===== config.mk =====
export PLATFORM = sky130hd
export DESIGN_NAME = rf2p_mc
export DESIGN_NICKNAME = d
export VERILOG_FILES = /design/src/rtl/rf2p_mc_pkg.sv /design/src/rtl/rf2p_mc_array.sv /design/src/rtl/rf2p_mc.sv
export SDC_FILE = /design/constraint.sdc
export NUM_CORES = 2
export LEC_CHECK = 0
export ABC_AREA = 1
export CAP_MARGIN = 5
export CORE_ASPECT_RATIO = 1.75
export CORE_MARGIN = 2
export CORE_UTILIZATION = 50
export CTS_BUF_LIST = sky130_fd_sc_hd__clkbuf_4 sky130_fd_sc_hd__clkbuf_8
export CTS_CLUSTER_DIAMETER = 50
export DETAILED_ROUTE_END_ITERATION = 10
export PLACE_DENSITY = 0.63
export SLEW_MARGIN = 20
export SYNTH_ARGS = -nofsm -noshare
export SYNTH_HDL_FRONTEND = slang
export SYNTH_HIERARCHICAL = 1
export SYNTH_SLANG_ARGS = --single-unit

===== constraint.sdc =====
create_clock -name i_clk -period 6.1 [get_ports i_clk]
set_clock_uncertainty 0.2 [all_clocks]
set_input_delay 1.22 -clock i_clk [delete_from_list [all_inputs] [get_ports i_clk]]
set_output_delay 1.22 -clock i_clk [all_outputs]
set_load 0.01 [all_outputs]

===== src/rtl/rf2p_mc_pkg.sv =====
// Shared configuration for the multi-channel two-port register file.
// RF2P_OUTREG_EN selects the extra read output register (read latency 2).
package rf2p_mc_pkg;

  typedef enum logic {RF_IDLE, RF_CLEAR} rf_state_e;

  typedef enum logic [1:0] {GEN_SIM, GEN_FPGA, GEN_SYN} gen_mode_e;

  localparam gen_mode_e gen_mode = GEN_SIM;

`ifdef RF2P_OUTREG_EN
  localparam int unsigned RF_RD_LAT = 2;
`else
  localparam int unsigned RF_RD_LAT = 1;
`endif

endpackage


===== src/rtl/rf2p_mc_array.sv =====
// Single-channel DWD x 2**AWD storage: synchronous write, asynchronous read of
// the pre-write contents. Storage is intentionally not reset.
module rf2p_array
  import rf2p_mc_pkg::*;
#(
  parameter int unsigned DWD = 16,
  parameter int unsigned AWD = 5
) (
  input  logic           clk,
  input  logic           we,
  input  logic [AWD-1:0] waddr,
  input  logic [DWD-1:0] wdata,
  input  logic [AWD-1:0] raddr,
  output logic [DWD-1:0] rdata
);

  localparam int unsigned WORDS = 2 ** AWD;

  // For GEN_SYN the library flow substitutes the hard RF macro wrapper that
  // carries this module name and port list; SIM/FPGA use this array.
  logic [DWD-1:0] mem [WORDS];

  always_ff @(posedge clk) begin
    if (we) begin
      mem[waddr] <= wdata;
    end
  end

  assign rdata = mem[raddr];

endmodule


===== src/rtl/rf2p_mc.sv =====
// NCH-lane two-port register file with shared addressing, per-lane write mask,
// per-lane write-to-read bypass and a clear sequencer. Macro: RF2P_OUTREG_EN.
module rf2p_mc
  import rf2p_mc_pkg::*;
#(
  parameter int unsigned NCH = 4,
  parameter int unsigned DWD = 16,
  parameter int unsigned AWD = 5
) (
  input  logic                     i_clk,
  input  logic                     i_rst_n,
  input  logic                     i_clr,
  output logic                     o_busy,
  input  logic                     i_read,
  input  logic [AWD-1:0]           i_raddr,
  output logic                     o_rvalid,
  output logic [NCH-1:0][DWD-1:0]  o_rdata,
  input  logic                     i_write,
  input  logic [AWD-1:0]           i_waddr,
  input  logic [NCH-1:0]           i_wmask,
  input  logic [NCH-1:0][DWD-1:0]  i_wdata
);

  rf_state_e                state;
  logic [AWD-1:0]           clr_cnt;
  logic                     busy;
  logic                     rd_ok;
  logic                     hit;
  logic [NCH-1:0]           arr_we;
  logic [AWD-1:0]           arr_waddr;
  logic [NCH-1:0][DWD-1:0]  arr_wdata;
  logic [NCH-1:0][DWD-1:0]  arr_rdata;
  logic [NCH-1:0][DWD-1:0]  rd_word;
  logic                     rvalid_q;
  logic [NCH-1:0][DWD-1:0]  rdata_q;

  assign busy  = (state == RF_CLEAR);
  assign rd_ok = i_read & ~busy;
  assign hit   = i_write & (i_waddr == i_raddr);

  // While clearing, the sequencer owns the write port and user writes are dropped.
  always_comb begin
    arr_waddr = busy ? clr_cnt : i_waddr;
    arr_we    = '0;
    arr_wdata = '0;
    rd_word   = '0;
    for (int unsigned c = 0; c < NCH; c++) begin
      arr_we[c]    = busy | (i_write & i_wmask[c]);
      arr_wdata[c] = busy ? '0 : i_wdata[c];
      rd_word[c]   = (hit & i_wmask[c]) ? i_wdata[c] : arr_rdata[c];
    end
  end

  for (genvar c = 0; c < NCH; c++) begin : g_ch
    rf2p_array #(
      .DWD (DWD),
      .AWD (AWD)
    ) u_array (
      .clk   (i_clk),
      .we    (arr_we[c]),
      .waddr (arr_waddr),
      .wdata (arr_wdata[c]),
      .raddr (i_raddr),
      .rdata (arr_rdata[c])
    );
  end

  always_ff @(posedge i_clk or negedge i_rst_n) begin
    if (!i_rst_n) begin
      state   <= RF_IDLE;
      clr_cnt <= '0;
      o_busy  <= 1'b0;
    end else begin
      case (state)
        RF_IDLE: begin
          if (i_clr) begin
            state   <= RF_CLEAR;
            clr_cnt <= '0;
            o_busy  <= 1'b1;
          end
        end
        RF_CLEAR: begin
          if (i_clr) begin
            clr_cnt <= '0;
          end else if (clr_cnt == '1) begin
            state   <= RF_IDLE;
            clr_cnt <= '0;
            o_busy  <= 1'b0;
          end else begin
            clr_cnt <= clr_cnt + 1'b1;
          end
        end
        default: begin
          state   <= RF_IDLE;
          clr_cnt <= '0;
          o_busy  <= 1'b0;
        end
      endcase
    end
  end

  always_ff @(posedge i_clk or negedge i_rst_n) begin
    if (!i_rst_n) begin
      rvalid_q <= 1'b0;
      rdata_q  <= '0;
    end else begin
      rvalid_q <= rd_ok;
      if (rd_ok) begin
        rdata_q <= rd_word;
      end
    end
  end

`ifdef RF2P_OUTREG_EN
  logic                     rvalid_q2;
  logic [NCH-1:0][DWD-1:0]  rdata_q2;

  always_ff @(posedge i_clk or negedge i_rst_n) begin
    if (!i_rst_n) begin
      rvalid_q2 <= 1'b0;
      rdata_q2  <= '0;
    end else begin
      rvalid_q2 <= rvalid_q;
      if (rvalid_q) begin
        rdata_q2 <= rdata_q;
      end
    end
  end

  assign o_rvalid = rvalid_q2;
  assign o_rdata  = rdata_q2;
`else
  assign o_rvalid = rvalid_q;
  assign o_rdata  = rdata_q;
`endif

endmodule

==> results.json <==
{
  "run_status": "completed",
  "arrival_ns": 4.34,
  "clk_pin_slew_ns": 0.06,
  "required_ns": 6.40,
  "cts_root_buf": "clkbuf_8",
  "dp_slack_ns": 1.543,
  "ys_top_cells_by_count": "nand2_1 (3,104), edfxtp_1 (2,048), nand3_1 (1,651)",
  "synth_cell_types": 29,
  "holdCritStartpoint": "o_rdata[30]",
  "clk_latency_ns": 0.90,
  "critPathMaxFanout": 44,
  "power_leakage_nw": 37.47,
  "seq_area_frac_synth": 0.7148,
  "start_util": 0.5029,
  "dr.pass1.iters": 6,
  "coreArea_um2": 176100,
  "clk_path_buf_depth": 4,
  "path_class": "reg2reg",
  "ys.flop_type": "edfxtp_1",
  "async_reset_ff_frac": 0.03396,
  "worst_pin_slew_ns": 1.184,
  "cts_made_buffers": 307,
  "drt_iter0_drc": 5248,
  "grt_pass1_vias": 57880,
  "drive_above_1_share": 0.09720,
  "synth_edf_count": 2048,
  "cts_setup_buffers": 0,
  "portBuffers": 148,
  "layout_min_cycle_time_ns": 4.037,
  "cts-hold-fix-buffers": 1,
  "fp.dieW_um": 322.1,
  "fin_setup_tns_ns": 0,
  "stdcell_count": 10520,
  "nFillCells": 14800,
  "antenna_left": 0,
  "antenna_found_initial": 3,
  "hold_path_class": "reg2reg",
  "whs_endpoint": "o_rdata[30]",
  "fp-row-count": 204,
  "vdd_drop_max_mv": 0.1613,
  "overflow": 0,
  "grt_start_max_net_pins": 211,
  "dp_cells": 9986,
  "rsz0062_at_grt": "no",
  "yosys_warnings": 6,
  "r2r_cells": 5,
  "via_count": 59100,
  "yosys-top-cells-area": "edfxtp_1 (69%), nand2_1 (13%), nand3_1 (9.3%), dfrtp_1 (2.0%), buf_6 (1.3%)",
  "slew_violations": 0,
  "syn-cell-area_um2": 88560,
  "holdPathStages": 2,
  "synth_area_leader_cell": "edfxtp_1",
  "maxCapViolCount": 0,
  "dp_hpwl_mm": 133.3,
  "synth_seq_cells": 2120,
  "htree_levels": 5,
  "drcViolationCount": 0,
  "r2r_end": "g_ch[3].u_array/mem[0][5]",
  "post_drt_wl_per_cell_um": 21.98,
  "post-route-period-util": 0.6619,
  "synth_top_area_frac": 0.6944,
  "critPathCaptureType": "flop",
  "final-setup-viol-count": 0,
  "synthCells": 7821,
  "finalPower_mw": 28.69,
  "tritoncts_num_sinks": 2120,
  "die_h_um": 560.7,
  "critPathLaunchType": "flop",
  "dieArea_um2": 180600,
  "yosysMostFrequentCell": "nand2_1",
  "hold_slack_ns": 0.2795,
  "area_growth_pct": 10.25,
  "grt_use_total": 0.2533,
  "maxSlewHeadroom": 0.2083,
  "worst_slack_ns": 2.063,
  "syn_area_per_cell_um2": 11.32,
  "fmax_mhz": 247.7,
  "r2r-start": "busy",
  "avgViaCountPerCell": 5.619,
  "cts_resized": 0,
  "regArea_um2": 63300,
  "reg2reg_slack_ns": 2.06,
  "cts_tree": "yes",
  "hold_viol_final": 0,
  "grt_pass1_wl_mm": 348.4,
  "p_per_area_nw_per_um2": 293.9,
  "syn_nets": 7906,
  "gp_congestion": 0.8624,
  "finalNetCount": 8115,
  "multi_input_area_um2": 21530,
  "totalWireLength_mm": 231.3,
  "pin_count": 149
}
[worst max-delay path: stages (launching register included)]
cell and delay (ns):
dfrtp_4 0.99, buf_4 0.78, o21ai_4 0.39, inv_1 0.22, nand3_1 0.21, nor2_2 0.80
[flip-flops by register name, summed over array words and instances (netlist names)]
register / cells
g_ch.u_array/mem: 2048
clr_cnt: 5
o_rdata: 64
busy: 1
o_busy: 1
o_rvalid: 1
[cells by family after synthesis]
logic type,synth area share
compound gates,0.001003
fa+ha+maj,0.0002825
buf+inv,0.04559
flops,0.7148
simple gates,0.2384
[where the power goes]
part | leakage [nW] | switching, mW | internal, mW | total, mW
clock network | 3.09 | 5.25 | 5.76 | 11.0
registers | 20.1 | 0.0314 | 15.9 | 15.9
logic | 14.3 | 1.29 | 0.477 | 1.76
total | 37.5 | 6.57 | 22.1 | 28.7
[through the flow]
stage	cell area (µm²)	util
6_report	97640	0.5544
3_5_place_dp	91690	0.5206
3_3_place_gp	91660	0.5205
5_1_grt	97640	0.5544
4_1_cts	97540	0.5538
2_1_floorplan	88560	-
[cell usage in the layout (no fill, tap or decap), types with 4 or more instances in the layout]
cell type,n
edfxtp_1,2048
nand3_2,4
nor2_2,44
nor2_4,25
clkinv_1,60
dfrtp_1,71
nand2_1,3103
inv_2,4
buf_4,220
buf_12,13
inv_1,168
nor2_1,128
nand4_1,64
clkbuf_8,323
clkbuf_4,101
inv_4,4
clkinvlp_4,9
nand3_1,1651
clkdlybuf4s50_1,142
bufinv_16,6
clkinv_2,32
[area by class of cell]
| type | instances | area share |
|---|---|---|
| diodes | 2 | 0.00005126 |
| repair buffers | 380 | 0.03482 |
| flip-flops and latches | 2120 | 0.6483 |
| multi-input cells | 5038 | 0.2205 |
| well taps | 2266 | 0.02904 |
| inverters | 183 | 0.007419 |
| clock buffers | 424 | 0.05329 |
| clock inverters | 106 | 0.006522 |
[how the worst max path moves through the flow]
stage	slack, ns	cells after the start	to	startpoint
after floorplan	2.08	4	g_ch[0].u_array/mem[29][0]	i_waddr[4]
final	2.06	5	g_ch[3].u_array/mem[0][5]	busy
after global routing	1.84	7	g_ch[3].u_array/mem[0][3]	busy
after CTS	2.11	7	g_ch[3].u_array/mem[0][3]	busy
after global placement	1.59	5	g_ch[3].u_array/mem[3][3]	i_waddr[0]
after detailed placement	1.54	5	g_ch[3].u_array/mem[3][3]	i_waddr[0]
[routing by layer]
layer / routed length [µm] / track usage / part of all wire
met3: 15810 / 0.03612 / 0.068
met2: 119700 / 0.4491 / 0.52
met1: 87690 / 0.3121 / 0.38
met4: 7999 / 0.09725 / 0.035
met5: 9 / 0 / 0.000039
Power figures use the tool's default switching activity.
